## src/rtl/alu_input_sequencer_if.sv

```systemverilog
// Valid/ready bus carrying one captured ALU operation (operands plus op-code).
// The master issues the request and the ALU (slave) accepts it.
interface alu_input_sequencer_if #(
  parameter int DATA_W = 8
);
  logic [DATA_W-1:0] a;
  logic [DATA_W-1:0] b;
  logic [3:0]        op_code;
  logic              op_valid;
  logic              op_ready;

  modport master (
    output a,
    output b,
    output op_code,
    output op_valid,
    input  op_ready
  );

  modport slave (
    input  a,
    input  b,
    input  op_code,
    input  op_valid,
    output op_ready
  );
endinterface

```

## src/rtl/alu_input_sequencer.sv

```systemverilog
// Basys3 front-end: synchronises and debounces the buttons, keeps a bit-toggled op-code,
// and issues exactly one captured ALU operation per execute press over valid/ready.
module alu_input_sequencer #(
  parameter int DEBOUNCE_CYCLES = 1000000,
  parameter int CNT_W           = 20,
  parameter int DATA_W          = 8
) (
  input  logic                  clk,
  input  logic                  reset,
  input  logic [2*DATA_W-1:0]   sw,
  input  logic [3:0]            btn_op,
  input  logic                  btn_exec,
  alu_input_sequencer_if.master alu,
  output logic [3:0]            op_sel,
  output logic                  busy
);
  localparam int NBTN = 5;
  localparam int EXEC = 4;
  localparam logic [CNT_W-1:0] CNT_MAX = CNT_W'(DEBOUNCE_CYCLES - 1);

  typedef enum logic [1:0] {
    S_IDLE     = 2'd0,
    S_ISSUE    = 2'd1,
    S_WAIT_REL = 2'd2
  } state_t;

  logic [NBTN-1:0]   w_btn_raw;
  logic [NBTN-1:0]   r_sync1;
  logic [NBTN-1:0]   r_sync2;
  logic [NBTN-1:0]   r_stable;
  logic [NBTN-1:0]   r_stable_d;
  logic [NBTN-1:0]   w_rise;
  logic [CNT_W-1:0]  r_cnt [NBTN];
  state_t            r_state;
  state_t            w_state_nxt;
  logic              w_capture;
  logic [DATA_W-1:0] r_a;
  logic [DATA_W-1:0] r_b;
  logic [3:0]        r_op_code;
  logic [3:0]        r_op_sel;
  logic              r_op_valid;
  logic              r_busy;

  assign w_btn_raw = {btn_exec, btn_op};
  assign w_rise    = r_stable & ~r_stable_d;

  // Two-flop synchroniser, debounce counters and the delayed stable level for edge detect
  always_ff @(posedge clk or posedge reset) begin
    if (reset) begin
      r_sync1    <= '0;
      r_sync2    <= '0;
      r_stable   <= '0;
      r_stable_d <= '0;
      for (int i = 0; i < NBTN; i++) begin
        r_cnt[i] <= '0;
      end
    end else begin
      r_sync1    <= w_btn_raw;
      r_sync2    <= r_sync1;
      r_stable_d <= r_stable;
      for (int i = 0; i < NBTN; i++) begin
        if (r_sync2[i] == r_stable[i]) begin
          r_cnt[i] <= '0;
        end else if (r_cnt[i] == CNT_MAX) begin
          r_stable[i] <= ~r_stable[i];
          r_cnt[i]    <= '0;
        end else begin
          r_cnt[i] <= r_cnt[i] + CNT_W'(1);
        end
      end
    end
  end

  // Live op-code: each debounced op button press inverts its bit, in any state
  always_ff @(posedge clk or posedge reset) begin
    if (reset) begin
      r_op_sel <= 4'b0000;
    end else begin
      r_op_sel <= r_op_sel ^ w_rise[3:0];
    end
  end

  // Next-state logic; exec rises outside IDLE are ignored
  always_comb begin
    w_state_nxt = r_state;
    w_capture   = 1'b0;
    case (r_state)
      S_IDLE: begin
        if (w_rise[EXEC]) begin
          w_state_nxt = S_ISSUE;
          w_capture   = 1'b1;
        end else begin
          w_state_nxt = S_IDLE;
        end
      end
      S_ISSUE: begin
        if (alu.op_ready) begin
          w_state_nxt = S_WAIT_REL;
        end else begin
          w_state_nxt = S_ISSUE;
        end
      end
      S_WAIT_REL: begin
        if (!r_stable[EXEC]) begin
          w_state_nxt = S_IDLE;
        end else begin
          w_state_nxt = S_WAIT_REL;
        end
      end
      default: begin
        w_state_nxt = S_IDLE;
      end
    endcase
  end

  // State register, operand snapshot and registered handshake/status outputs
  always_ff @(posedge clk or posedge reset) begin
    if (reset) begin
      r_state    <= S_IDLE;
      r_a        <= '0;
      r_b        <= '0;
      r_op_code  <= 4'b0000;
      r_op_valid <= 1'b0;
      r_busy     <= 1'b0;
    end else begin
      r_state    <= w_state_nxt;
      r_op_valid <= (w_state_nxt == S_ISSUE);
      r_busy     <= (w_state_nxt != S_IDLE);
      if (w_capture) begin
        r_a       <= sw[2*DATA_W-1:DATA_W];
        r_b       <= sw[DATA_W-1:0];
        r_op_code <= r_op_sel;
      end
    end
  end

  assign alu.a        = r_a;
  assign alu.b        = r_b;
  assign alu.op_code  = r_op_code;
  assign alu.op_valid = r_op_valid;
  assign op_sel       = r_op_sel;
  assign busy         = r_busy;
endmodule
```

## src/flat_wrapper.sv

```systemverilog
// flat-port wrapper written by rule: the top's interface ports become plain ports
module alu_input_sequencer_flat 
#(
  parameter int DEBOUNCE_CYCLES = 1000000,
  parameter int CNT_W           = 20,
  parameter int DATA_W          = 8
)
  (clk, reset, sw, btn_op, btn_exec, op_sel, busy, alu_a, alu_b, alu_op_code, alu_op_valid, alu_op_ready);
  alu_input_sequencer_if #(.DATA_W(DATA_W)) alu_i ();
  input  logic clk;
  input  logic reset;
  input  logic [2*DATA_W-1:0] sw;
  input  logic [3:0] btn_op;
  input  logic btn_exec;
  output logic [3:0] op_sel;
  output logic busy;
  output wire logic [$bits(alu_i.a)-1:0] alu_a;
  output wire logic [$bits(alu_i.b)-1:0] alu_b;
  output wire logic [$bits(alu_i.op_code)-1:0] alu_op_code;
  output wire logic [$bits(alu_i.op_valid)-1:0] alu_op_valid;
  input wire logic [$bits(alu_i.op_ready)-1:0] alu_op_ready;
  assign alu_a = alu_i.a;
  assign alu_b = alu_i.b;
  assign alu_op_code = alu_i.op_code;
  assign alu_op_valid = alu_i.op_valid;
  assign alu_i.op_ready = alu_op_ready;
  alu_input_sequencer #(.DEBOUNCE_CYCLES(DEBOUNCE_CYCLES), .CNT_W(CNT_W), .DATA_W(DATA_W)) u_core (.clk(clk), .reset(reset), .sw(sw), .btn_op(btn_op), .btn_exec(btn_exec), .alu(alu_i), .op_sel(op_sel), .busy(busy));
endmodule
```

## config.mk

```make
export PLATFORM = sky130hd
export DESIGN_NAME = alu_input_sequencer_flat
export DESIGN_NICKNAME = d
export VERILOG_FILES = /design/src/rtl/alu_input_sequencer_if.sv /design/src/rtl/alu_input_sequencer.sv /design/src/flat_wrapper.sv
export SDC_FILE = /design/constraint.sdc
export NUM_CORES = 1
export LEC_CHECK = 0
export CAP_MARGIN = 20
export CORE_AREA = 2 2 158 114
export DETAILED_ROUTE_END_ITERATION = 7
export DIE_AREA = 0 0 160 116
export GPL_TIMING_DRIVEN = 1
export SLEW_MARGIN = 20
export SYNTH_ARGS = -nofsm -noshare
export SYNTH_HDL_FRONTEND = slang
export SYNTH_SLANG_ARGS = --single-unit
```

## constraint.sdc

```tcl
create_clock -name clk -period 6.5 [get_ports clk]
set_input_delay 1.3 -clock clk [delete_from_list [all_inputs] [get_ports clk]]
set_output_delay 1.3 -clock clk [all_outputs]
set_load 0.01 [all_outputs]
```

### Yosys cells after proc, flatten, opt, wreduce, memory -nomap -nowiden

Cells that the tools add are included.

| storage, ports and cells | value |
|---|---|
| logic and storage cells | 74 |
| output and inout bits | 26 |
| register bits after elaboration | 148 |

| operators by class | value |
|---|---|
| bitwise logic cells | 13 |
| mux-type cells | 16 |
| reduce and logical (&&, ||, !) cells | 7 |
| $add $sub $neg | 5 |
| equal/unequal tests | 13 |

Operators with widths:

| cell | number |
|---|---|
| $mux 20 | 10 |
| $add 20x1->20 const B | 5 |
| $eq 20x20->1 const B | 5 |
| $not 1->1 | 10 |
| $reduce_and 2->1 | 5 |
| $pmux 2 s3 | 1 |
| $and 5x5->5 | 1 |
| $eq 1x1->1 | 5 |
| $not 5->5 | 1 |
| $eq 2x1->1 const B | 2 |
| $mux 2 | 2 |
| $xor 4x4->4 | 1 |
| $mux 1 | 3 |
| $eq 2x2->1 const B | 1 |
| $logic_not 2->1 | 1 |
| $reduce_bool 2->1 | 1 |

### Logic depth before layout (Yosys ltp)

| logic depth | value |
|---|---|
| word-level depth | 5 |
| gate-level depth with buffers | 6 |
| depth with buffers taken out | 5 |

### Least setup slack after synthesis

Ideal clock, no wire load.

| timing | value |
|---|---|
| path kind | reg-to-reg |
| start | register u_core.r_cnt[80] (netlist bit) |
| end | register u_core.r_cnt[89] (netlist bit) |
| path buffers | 1 |
| cell stages (with the launch flop) | 7 |
| setup slack | 4.665 ns |
| library setup time | 0.132 ns |
| data arrival time | 1.703 ns |
| cells stage by stage | dfrtp_1 -> ha_1 -> nand2_1 -> or3_1 -> o31ai_1 -> clkbuf_1 -> nor2_1 |

| between the ends | value |
|---|---|
| longest elaborated chain between the ends | 3 |

RTL lines:

| element | line | source |
|---|---|---|
| from (decl) | alu_input_sequencer.sv:33 | `logic [CNT_W-1:0] r_cnt [NBTN];` |
| from (signal, indexed assignment) | alu_input_sequencer.sv:68 | `r_cnt[i] <= r_cnt[i] + CNT_W'(1);` |
| $add 20x1->20 or $eq 20x20->1 (tied branches) | alu_input_sequencer.sv:68, alu_input_sequencer.sv:64 |  |
| $mux 20 * | alu_input_sequencer.sv:64 | `end else if (r_cnt[i] == CNT_MAX) begin` |
| $mux 20 * | alu_input_sequencer.sv:62 | `if (r_sync2[i] == r_stable[i]) begin` |

Mark *: on every way between the ends. The rest lies on a longest branch, timed or not.
A chain may end at the register's enable or synchronous reset.

### Worst setup path in the final report

| timing | value |
|---|---|
| start | register u_core.r_op_sel[2] (netlist: u_core.op_sel[2]) |
| end | output port op_sel[2] |

RTL lines:

| element | line | source |
|---|---|---|
| from (decl) | alu_input_sequencer.sv:40 | `logic [3:0] r_op_sel;` |
| from (signal assigned) | alu_input_sequencer.sv:79 | `r_op_sel <= r_op_sel ^ w_rise[3:0];` |
| to (decl) | flat_wrapper.sv:15 | `output logic [3:0] op_sel;` |

No word-level cell between the ends.

==> results_dict.tcl <==
set metrics [dict create \
    hold_buffers 0 \
    netlist_top_cells_area "dfrtp_1, xnor2_1, nor2_1" \
    yosysTopAreaCell "dfrtp_1" \
    syn-mean-instance-area_um2 10.7 \
    clock-root-buffer "clkbuf_16" \
    wirelength_mm 12.5 \
    dp_hpwl_mm 8.37 \
    cp_slowest_cell "clkdlybuf4s50_1" \
    post-synth-top-area-fraction_pct 55.4 \
    synth-xor-area-share_pct 9.96 \
    maxCapViolations 0 \
    arrival_ns 1.36 \
    clk_latency_ns 0.42 \
    cp_max_fo 3 \
    worstSetupEndpointType "primary output" \
    yosys.area_share.simple_pct 22.1 \
    numClockSinks 148 \
    worstPathCellList "clkdlybuf4s50_1" \
    layout.nets 709 \
    synth_cell_type_count 40 \
    globalRouteOverflowTotal 0 \
    drive_above_1_share_pct 11.0 \
    grt_pass1_wl_mm 22.1 \
    row_count 40 \
    ys_ff_latch 148 \
    ys_seq_area_share_pct 55.4 \
    dpl-instance-area_um2 7460 \
    post_cts_buffers 0 \
    cts.clk_slew.worst_paths_ns 0.06 \
    dieArea_um2 18600 \
    power_leakage_nw 3.33 \
    cellPowerDensity_nw_per_um2 253 \
    cts_buffers 17 \
    grt_max_degree 108 \
    cp.required_ns 5.20 \
    synth_area_um2 6690 \
    clk_path_buf_depth 2 \
    worstMarginPinSlew_ns 0.948 \
    fmax_ghz 0.376 \
    area_growth_pct 21.1 \
    place_congestion 0.804 \
    start_util_pct 39.5 \
    synthAdderAreaFrac_pct 0.936 \
    synth_edf_count 0 \
    maxSlewHeadroom_pct 36.8 \
    synth_compound_area_share_pct 5.05 \
    post_drt_wl_per_cell_um 13.5 \
    slew_viol_final 0 \
    synth_ff_type "dfrtp_1" \
    coreArea_um2 16900 \
    start_kind "register" \
    vdd.ir_drop.worst_v 0.000130 \
    grt_pass1_vias 4611 \
    status "finished, final reports clean" \
    antenna_cells 0 \
    synth.top_cells.by_count "dfrtp_1, nor2_1, xnor2_1" \
    grt_antenna_before_repair 0 \
    grt_use_total_pct 14.6 \
    portBuffers 49 \
    postSynthNetCount 651 \
    htreeDepth 4 \
    finalCritPeriodShare_pct 40.9 \
    finalPower_mw 2.05 \
    cp_num_buf_inv 1 \
    hold_path_class "reg2reg" \
    die_h_um 116 \
    fin_area_um2 8100 \
    dieWidth_um 160 \
    syn_inst 622 \
    final_antenna_net_count 0 \
    routed_via_density 5.11 \
    min_period_ns 2.66 \
    vias 4719 \
    synth_top_family_by_area "simple AND/OR/NAND/NOR gates" \
    finalHoldViolCount 0 \
    muxShareOfSynthArea_pct 4.36 \
    setup_viol 0 \
    cts_tree "built" \
    cts_resized 0 \
    async_flop_share_pct 100 \
    worst-setup-path-type "reg2out" \
    max_stage_delay_ns 0.55 \
    rsz0062_at_grt "no" \
    path_delay_family "buffers and inverters" \
    final.setup_skew_ns 0.00884 \
    drc_errors 0 \
    firstDrtPassIters 5 \
    synth_most_common_cell "dfrtp_1" \
    drt-initial-drc-count 313 \
    yosys_warnings 0 \
    finalSetupTns_ns 0 \
    boundaryPins 50 \
]
## cell type report
| cell class | instances | area [um2] |
|---|---|---|
| Inverter | 21 | 83.8 |
| Fill cell | 1577 | 8820 |
| Timing Repair Buffer | 54 | 528 |
| Multi-Input combinational cell | 438 | 2860 |
| Sequential cell | 148 | 3700 |
| Clock buffer | 24 | 492 |
| Clock inverter | 8 | 146 |
| Tap cell | 231 | 289 |
## stage by stage
stage               util, %  instances  hold slack (ns)  worst slack, ns
finish                 47.9        924            0.350             3.84
global route           47.9        924            0.366             3.59
CTS                    47.9        924            0.354             3.82
detailed placement     44.1        892            0.340             3.37
global placement       44.1        892            0.336             3.40
floorplan                 -        622            0.331             1.22
## sequential cells by signal, summed over array words and instances (netlist names), 2 cells and up
signal / flops
u_core.alu.a: 8
u_core.alu.b: 8
u_core.alu.op_code: 4
u_core.op_sel: 4
u_core.r_cnt: 100
u_core.r_stable: 5
u_core.r_stable_d: 5
u_core.r_state: 2
u_core.r_sync1: 5
u_core.r_sync2: 5
## where the power goes
part | switching, mW | total (mW) | internal, mW | leakage (nW)
Clock | 0.361 | 1.04 | 0.683 | 0.310
Sequential | 0.0104 | 0.943 | 0.932 | 2.03
Combinational | 0.0378 | 0.0612 | 0.0234 | 0.983
Total | 0.409 | 2.05 | 1.64 | 3.33
## cells by family after synthesis
family | after synthesis
adders and majority gates | 5
AOI/OAI and AO/OA | 53
DFF | 148
muxes | 26
xor gates and xnor gates | 76
buffers and inverters | 36
and+or+nand+nor | 278
## cells in the final DEF (no fill, tap or decap), types with 5 or more instances in the layout
| master | n |
|---|---|
| a21oi_1 | 23 |
| and3_1 | 13 |
| buf_4 | 5 |
| clkbuf_16 | 17 |
| clkdlybuf4s50_1 | 49 |
| dfrtp_1 | 148 |
| ha_1 | 5 |
| inv_1 | 20 |
| mux2_2 | 25 |
| nand2_1 | 26 |
| nand2b_1 | 5 |
| nand3_1 | 37 |
| nand4_1 | 22 |
| nor2_1 | 84 |
| nor3_1 | 20 |
| nor4_1 | 17 |
| o21ai_0 | 12 |
| o31ai_1 | 11 |
| or3_1 | 10 |
| or4_1 | 11 |
| xnor2_1 | 48 |
| xor2_1 | 28 |
## metal layers
layer | vias up | routed length, um | track usage [%]
li1 | 2320 | - | -
met1 | 2305 | 6350 | 21.2
met2 | 80 | 5480 | 21.6
met3 | 14 | 494 | 3.44
met4 | 0 | 137 | 5.29
met5 | - | 0 | 0
## final timing paths
path	startpoint	endpoint	slack [ns]	depth (start not counted)
worst max-delay path	u_core.op_sel[2]$_DFF_PP0_	op_sel[2]	3.84	1
worst min-delay path	u_core.r_sync1[2]$_DFF_PP0_	u_core.r_sync2[2]$_DFF_PP0_	0.35	0
worst max register to register	u_core.r_cnt[80]$_DFF_PP0_	u_core.r_cnt[90]$_DFF_PP0_	4.12	6
worst min register to register	u_core.r_sync1[2]$_DFF_PP0_	u_core.r_sync2[2]$_DFF_PP0_	0.35	0
max in group asynchronous	reset	u_core.r_cnt[46]$_DFF_PP0_	3.91	3
min in group asynchronous	reset	u_core.r_sync1[3]$_DFF_PP0_	1.45	2
## worst reg2reg max path, delay by kind of cell (launching register included)
kind                       cells  cell delay [ns]
AOI/OAI and AO/OA              1             0.67
adders and majority gates      1             0.25
buffers and inverters          1             0.30
DFF                            1             0.38
and+or+nand+nor                3             0.66
Power figures use the tool's default switching activity.
